$ cat src/rtl/ecc_pkg.sv
`default_nettype none
// ============================================================================
// Module      : ecc_pkg
// Description : Shared types, widths and the (72,64) SECDED position-to-check
//               bit mask table used by the Hamming encoder and decoder.
// Revision    : 1.0 - initial release
// ============================================================================
package ecc_pkg;

  // Data word width (only 64 is supported by the code tables below)
  localparam int DATA_W = 64;
  // Stored parity width: seven Hamming check bits plus overall parity
  localparam int PAR_W  = 8;
  // Number of Hamming check bits (p0..p6)
  localparam int CHK_W  = 7;
  // Highest codeword position used by the Hamming part of the code
  localparam int CW_POS_MAX = 71;

  typedef logic [DATA_W-1:0] pattern_t;
  typedef logic [PAR_W-1:0]  parity_t;
  typedef logic [CHK_W-1:0]  check_t;

  // One DATA_W-bit mask per check bit; bit i set means data bit i feeds p_k
  typedef logic [CHK_W-1:0][DATA_W-1:0] mask_tbl_t;

  // Codeword position (1..71) that data bit idx occupies. Check bits sit on
  // the powers of two, data fills every other position in ascending order.
  function automatic logic [CHK_W-1:0] data_pos(input int unsigned idx);
    int unsigned di;
    logic [CHK_W-1:0] res;
    di  = 0;
    res = '0;
    for (int unsigned pos = 1; pos <= CW_POS_MAX; pos++) begin
      if ((pos & (pos - 1)) != 0) begin
        if (di == idx) begin
          res = CHK_W'(pos);
        end
        di++;
      end
    end
    return res;
  endfunction

  // Builds the per-check-bit data masks from the codeword position layout
  function automatic mask_tbl_t build_check_mask();
    mask_tbl_t tbl;
    int unsigned di;
    tbl = '0;
    di  = 0;
    for (int unsigned pos = 1; pos <= CW_POS_MAX; pos++) begin
      if ((pos & (pos - 1)) != 0) begin
        for (int unsigned k = 0; k < CHK_W; k++) begin
          if (((pos >> k) & 1) != 0) begin
            tbl[k][di] = 1'b1;
          end
        end
        di++;
      end
    end
    return tbl;
  endfunction

  // Position-to-check-bit mask table shared by encoder and decoder
  localparam mask_tbl_t CHECK_MASK = build_check_mask();

endpackage : ecc_pkg
`default_nettype wire

$ cat src/rtl/hamming_par_tree.sv
`default_nettype none
// ============================================================================
// Module      : hamming_par_tree
// Description : Purely combinational XOR trees, one per Hamming check bit.
//               The encoder uses it to form p0..p6; the decoder can reuse it
//               on received data to build the syndrome.
// Revision    : 1.0 - initial release
// ============================================================================
module hamming_par_tree
  import ecc_pkg::*;
(
  input  pattern_t data_i,
  output check_t   check_o
);

  // Each check bit is the XOR of the data bits whose position has bit k set
  for (genvar k = 0; k < CHK_W; k++) begin : g_chk
    assign check_o[k] = ^(data_i & CHECK_MASK[k]);
  end

endmodule : hamming_par_tree
`default_nettype wire

$ cat src/rtl/hamming_enc.sv
`default_nettype none
// ============================================================================
// Module      : hamming_enc
// Description : Two-stage pipelined (72,64) SECDED encoder with valid/ready
//               handshakes, per-word bypass and a saturating output counter.
//               Stage 1 holds data plus the seven check bits, stage 2 holds
//               the final parity byte including the overall parity bit.
// Revision    : 1.0 - initial release
// ============================================================================
module hamming_enc
  import ecc_pkg::*;
#(
  parameter int DATA_W = ecc_pkg::DATA_W,
  parameter int CNT_W  = 16
) (
  input  logic             i_clk,
  input  logic             i_rst,
  input  logic             i_en,
  input  pattern_t         i_pattern,
  input  logic             i_valid,
  output logic             o_ready,
  output pattern_t         o_pattern,
  output parity_t          o_parity,
  output logic             o_valid,
  input  logic             i_ready,
  output logic [CNT_W-1:0] o_count
);

  // --------------------------------------------------------------------------
  // Handshake / advance logic
  // --------------------------------------------------------------------------
  logic w_s1_adv;
  logic w_s2_adv;
  logic w_in_xfer;
  logic w_out_xfer;

  // Stage 1 state
  logic     s1_valid_q, s1_valid_d;
  pattern_t s1_data_q,  s1_data_d;
  check_t   s1_chk_q,   s1_chk_d;
  logic     s1_en_q,    s1_en_d;

  // Stage 2 state (drives the outputs directly)
  logic     s2_valid_q, s2_valid_d;
  pattern_t s2_data_q,  s2_data_d;
  parity_t  s2_par_q,   s2_par_d;

  // Delivered-word counter
  logic [CNT_W-1:0] cnt_q, cnt_d;

  // Stage 2 frees up whenever it is empty or its word is taken downstream;
  // stage 1 can then move forward, which is exactly when a new word fits.
  assign w_s2_adv   = !s2_valid_q || i_ready;
  assign w_s1_adv   = !s1_valid_q || w_s2_adv;
  assign w_in_xfer  = i_valid && w_s1_adv;
  assign w_out_xfer = s2_valid_q && i_ready;

  // Reset empties the pipeline, so ready is reported high while it is held;
  // the reset branch of the register process still blocks the transfer.
  assign o_ready = i_rst || w_s1_adv;

  // --------------------------------------------------------------------------
  // Check-bit generation
  // --------------------------------------------------------------------------
  logic [DATA_W-1:0] w_data_in;
  check_t            w_chk;
  logic              w_overall;
  parity_t           w_s2_par;

  assign w_data_in = i_pattern;

  hamming_par_tree u_par_tree (
    .data_i  (w_data_in),
    .check_o (w_chk)
  );

  // Overall bit makes the full 72-bit codeword even parity; bypassed words
  // carry an all-zero parity byte.
  assign w_overall = (^s1_data_q) ^ (^s1_chk_q);
  assign w_s2_par  = s1_en_q ? {w_overall, s1_chk_q} : '0;

  // --------------------------------------------------------------------------
  // Next-state logic for both pipeline stages and the counter
  // --------------------------------------------------------------------------
  always_comb begin
    s1_valid_d = s1_valid_q;
    s1_data_d  = s1_data_q;
    s1_chk_d   = s1_chk_q;
    s1_en_d    = s1_en_q;
    s2_valid_d = s2_valid_q;
    s2_data_d  = s2_data_q;
    s2_par_d   = s2_par_q;
    cnt_d      = cnt_q;

    if (w_s1_adv) begin
      s1_valid_d = w_in_xfer;
      if (w_in_xfer) begin
        s1_data_d = i_pattern;
        s1_chk_d  = w_chk;
        s1_en_d   = i_en;
      end
    end

    // Outputs only change when a real word moves in, so a bubble or a stall
    // leaves the last pattern/parity on the bus.
    if (w_s2_adv) begin
      s2_valid_d = s1_valid_q;
      if (s1_valid_q) begin
        s2_data_d = s1_data_q;
        s2_par_d  = w_s2_par;
      end
    end

    if (w_out_xfer && (cnt_q != {CNT_W{1'b1}})) begin
      cnt_d = cnt_q + CNT_W'(1);
    end
  end

  // --------------------------------------------------------------------------
  // Pipeline and counter registers with synchronous reset
  // --------------------------------------------------------------------------
  always_ff @(posedge i_clk) begin
    if (i_rst) begin
      s1_valid_q <= 1'b0;
      s1_data_q  <= '0;
      s1_chk_q   <= '0;
      s1_en_q    <= 1'b0;
      s2_valid_q <= 1'b0;
      s2_data_q  <= '0;
      s2_par_q   <= '0;
      cnt_q      <= '0;
    end else begin
      s1_valid_q <= s1_valid_d;
      s1_data_q  <= s1_data_d;
      s1_chk_q   <= s1_chk_d;
      s1_en_q    <= s1_en_d;
      s2_valid_q <= s2_valid_d;
      s2_data_q  <= s2_data_d;
      s2_par_q   <= s2_par_d;
      cnt_q      <= cnt_d;
    end
  end

  assign o_valid   = s2_valid_q;
  assign o_pattern = s2_data_q;
  assign o_parity  = s2_par_q;
  assign o_count   = cnt_q;

endmodule : hamming_enc
`default_nettype wire

$ cat config.mk
export PLATFORM = sky130hd
export DESIGN_NAME = hamming_enc
export DESIGN_NICKNAME = d
export VERILOG_FILES = /design/src/rtl/ecc_pkg.sv /design/src/rtl/hamming_par_tree.sv /design/src/rtl/hamming_enc.sv
export SDC_FILE = /design/constraint.sdc
export NUM_CORES = 1
export LEC_CHECK = 0
export BUFFER_PORTS_ARGS = -buffer_cell sky130_fd_sc_hd__buf_2
export CORE_AREA = 2 2 132 134
export CTS_CLUSTER_DIAMETER = 40
export DETAILED_ROUTE_END_ITERATION = 7
export DIE_AREA = 0 0 134 136
export PLACE_DENSITY_LB_ADDON = 0.25
export SLEW_MARGIN = 20
export SYNTH_ARGS = -nofsm -noshare
export SYNTH_HDL_FRONTEND = slang
export SYNTH_SLANG_ARGS = --single-unit
$ cat constraint.sdc
create_clock -name i_clk -period 2.5 [get_ports i_clk]
set_input_delay 0.5 -clock i_clk [delete_from_list [all_inputs] [get_ports i_clk]]
set_output_delay 0.5 -clock i_clk [all_outputs]
set_load 0.1 [all_outputs]
==> results by group <==
Power and ir drop
  – Int Pwr: 5.48 mW
  – P_sw: 2.35 mW
  – Seq pwr share: 36.4%
  – Power per cell area: 861 nW/um2
  – Clock network fraction of total power: 35.6%
  – Combinational fraction of design power: 28.0%
  – Worst ir drop on vdd: 587 uV
  – Leak: 3.64 nW
  – Switching part of the total: 30.0%

Finish
  – Area Overhead vs Synth: 21.9%
  – Fraction of layout cells with a size suffix above 1: 19.9%
  – Most frequent cells in the layout: 288 x nand2_1, 162 x dfxtp_1, 157 x buf_2
  – Post-route insts no fill: 1283
  – Final instance area: 9090 um2
  – Final #Nets: 1113
  – Commonest non-fill, non-tap cell in the layout: nand2_1

Placed design
  – Placed standard-cell area: 8450 um2
  – GP Congestion: 0.835
  – Placed cell count: 1249
  – PortBufs: 158
  – Place WS: 264 ps
  – Detailed placement HPWL: 13.6 mm

Logic synthesis
  – Yosys Warn Count: 0
  – Synth unique cells: 35
  – Synth Register Bits: 162
  – Top post-synthesis cells by area: dfxtp_1 44%, xnor2_1 18%, nand2_1 15%, a21oi_1 9.9%, xor2_1 3.6%
  – Cell taking the most area after synthesis: dfxtp_1
  – Average cell area after synthesis: 8.22 um2
  – Seq/Total Area, Yosys: 43.5%
  – Cells after synthesis: 906
  – Yosys top cell area share: 43.5%
  – Syn Nets: 976
  – Synthesized area: 7450 um2

Worst setup path
  – Max FO, Critical Path: 3
  – Worst setup SP type: register
  – Required time of the critical path: 2000 ps
  – Worst setup EP type: output pin
  – WP data arrival: 1610 ps
  – Crit Path Class: reg2out

Global route
  – GRT overflow: 0
  – Met3 Track Usage GR: 3.69%
  – M1 GR Usage: 29.2%
  – GRT Max-Usage Layer: met2
  – Vias in the first global route: 5650
  – Largest net degree at the start of global routing: 86
  – First-pass GRT wire length: 30.0 mm
  – GRT Overall Usage: 21.3%
  – Met2 usage: 33.1%
  – Initial antenna violation count: 2

Route
  – First drt pass iteration count: 4
  – Vias: 6232
  – Final WL: 19.4 mm
  – DRC: 0
  – Post-route ant nets: 0
  – DR iter-0 viols: 330
  – Vias/cell: 4.86
  – Routed length per placed instance: 15.1 um

Floorplanning
  – IO Pins: 159
  – Die ar.: 18200 um2
  – Die W: 134 um
  – # rows: 48
  – Initial Utilization: 44.2%
  – Die Ht: 136 um
  – Core area: 16900 um2

Clock tree
  – # hold bufs at CTS: 0
  – Maximum clock insertion buffer count: 2
  – CTS tree: built
  – # Post-CTS Setup Buffers: 0
  – Clock Latency Late Sink: 430 ps
  – Clock sink total: 162
  – Clock transition at the registers of the reported paths: 60 ps
  – H-tree levels: 4
  – Root buffer cell: clkbuf_16
  – Post_cts resized: 0
  – CTS Buf Count: 17

Timing
  – Setup TNS Final: 0 ps
  – Crit share post-route: 84.4%
  – Final slew viol count: 0
  – Least-Margin Pin Slew: 916 ps
  – RSZ-0062 raised after global routing: false
  – WHS: 328 ps
  – Fin Clk Skew: 5.59 ps
  – Worst slew margin: 39.0%
  – Setup ws final: 390 ps
  – Final min period: 2110 ps
  – Hold Fails Final Rpt: 0
  – Fmax achieved: 474 MHz
  – Final Setup Violations: 0

Run status
  – Status: completed

Run
  – Max Cap Viol: 0

Worst hold path
  – Tightest Hold Check Type: in2reg
[state kept, by name, indices dropped and copies added (netlist names)]
name / cells
o_count: 16
o_parity: 8
o_pattern: 64
o_valid: 1
s1_chk_q: 7
s1_data_q: 64
s1_en_q: 1
s1_valid_q: 1
[kinds of logic after synthesis]
group | synth area share, %
and+or+nand+nor | 18.2
xor gates and xnor gates | 24.6
DFF | 43.5
AOI/OAI and AO/OA | 10.7
buffers and inverters | 2.69
muxes | 0.134
adders and majority gates | 0.168
[per-layer routing]
metal	share of wire, %	routed length, um
met3	3.7	728
met4	2.8	543
met5	0	0
met1	48	9260
met2	46	8890
[power by group through the flow]
stage                     combinational, mW  clock [mW]  sequential [mW]
final                                  2.19        2.79             2.85
after global routing                   2.36        2.93             2.87
after CTS                              2.19        2.83             2.85
after detailed placement               2.18           0             2.91
after global placement                 2.17           0             2.90
after floorplan                        1.53           0             3.08
[critical path, stage by stage, from the launching register on]
cell     delay [ps]
dfxtp_1         340
nor2b_1         170
nand2_1         110
or2_2           280
buf_2           290
[synthesized netlist by cell type]
library cell / instances
xnor3_1: 6
xnor2_2: 3
a21oi_2: 1
or3_1: 3
o21ai_0: 3
and3_1: 2
ha_1: 1
nor3_1: 2
xor3_1: 2
dfxtp_1: 162
a21oi_1: 147
xor2_1: 31
buf_2: 1
nor2b_1: 2
nand2b_1: 1
clkbuf_1: 47
xnor2_1: 150
xor2_2: 1
o21ba_2: 1
buf_4: 1
inv_1: 2
a31oi_1: 1
nand3_1: 12
nand4_1: 2
nand3b_1: 3
a211oi_1: 2
or2_1: 1
or2_2: 1
o21ai_1: 1
buf_1: 1
nor2_1: 19
nand2_1: 289
and2_1: 1
and4_1: 3
mux2i_1: 1
[area by class of cell]
type / count / area [um2]
clock inverter: 8 / 123
timing repair buffer: 168 / 893
tap: 225 / 282
sequential: 162 / 3240
antenna: 2 / 5.00
multi-input combinational: 692 / 4020
clock buffer: 24 / 512
inverter: 2 / 7.51
fill: 1653 / 7790
[per-stage QoR]
step                util, %  power [mW]
CTS                    53.8        7.87
global placement       50.1        5.07
finish                 53.8        7.83
global route           53.8        8.15
floorplan                 -        4.61
detailed placement     50.1        5.09
[path summary, 6_finish.rpt]
| kind | start | end | slack, ps | cells after the start |
|---|---|---|---|---|
| setup / recovery | o_valid | o_ready | 390 | 4 |
| hold / removal | i_valid | s1_valid_q | 330 | 3 |
| setup reg to reg | s1_chk_q[6] | o_parity[7] | 440 | 7 |
| hold reg to reg | o_pattern[5] | o_pattern[5] | 450 | 2 |
Note: power is estimated with default switching activity, not from simulation.
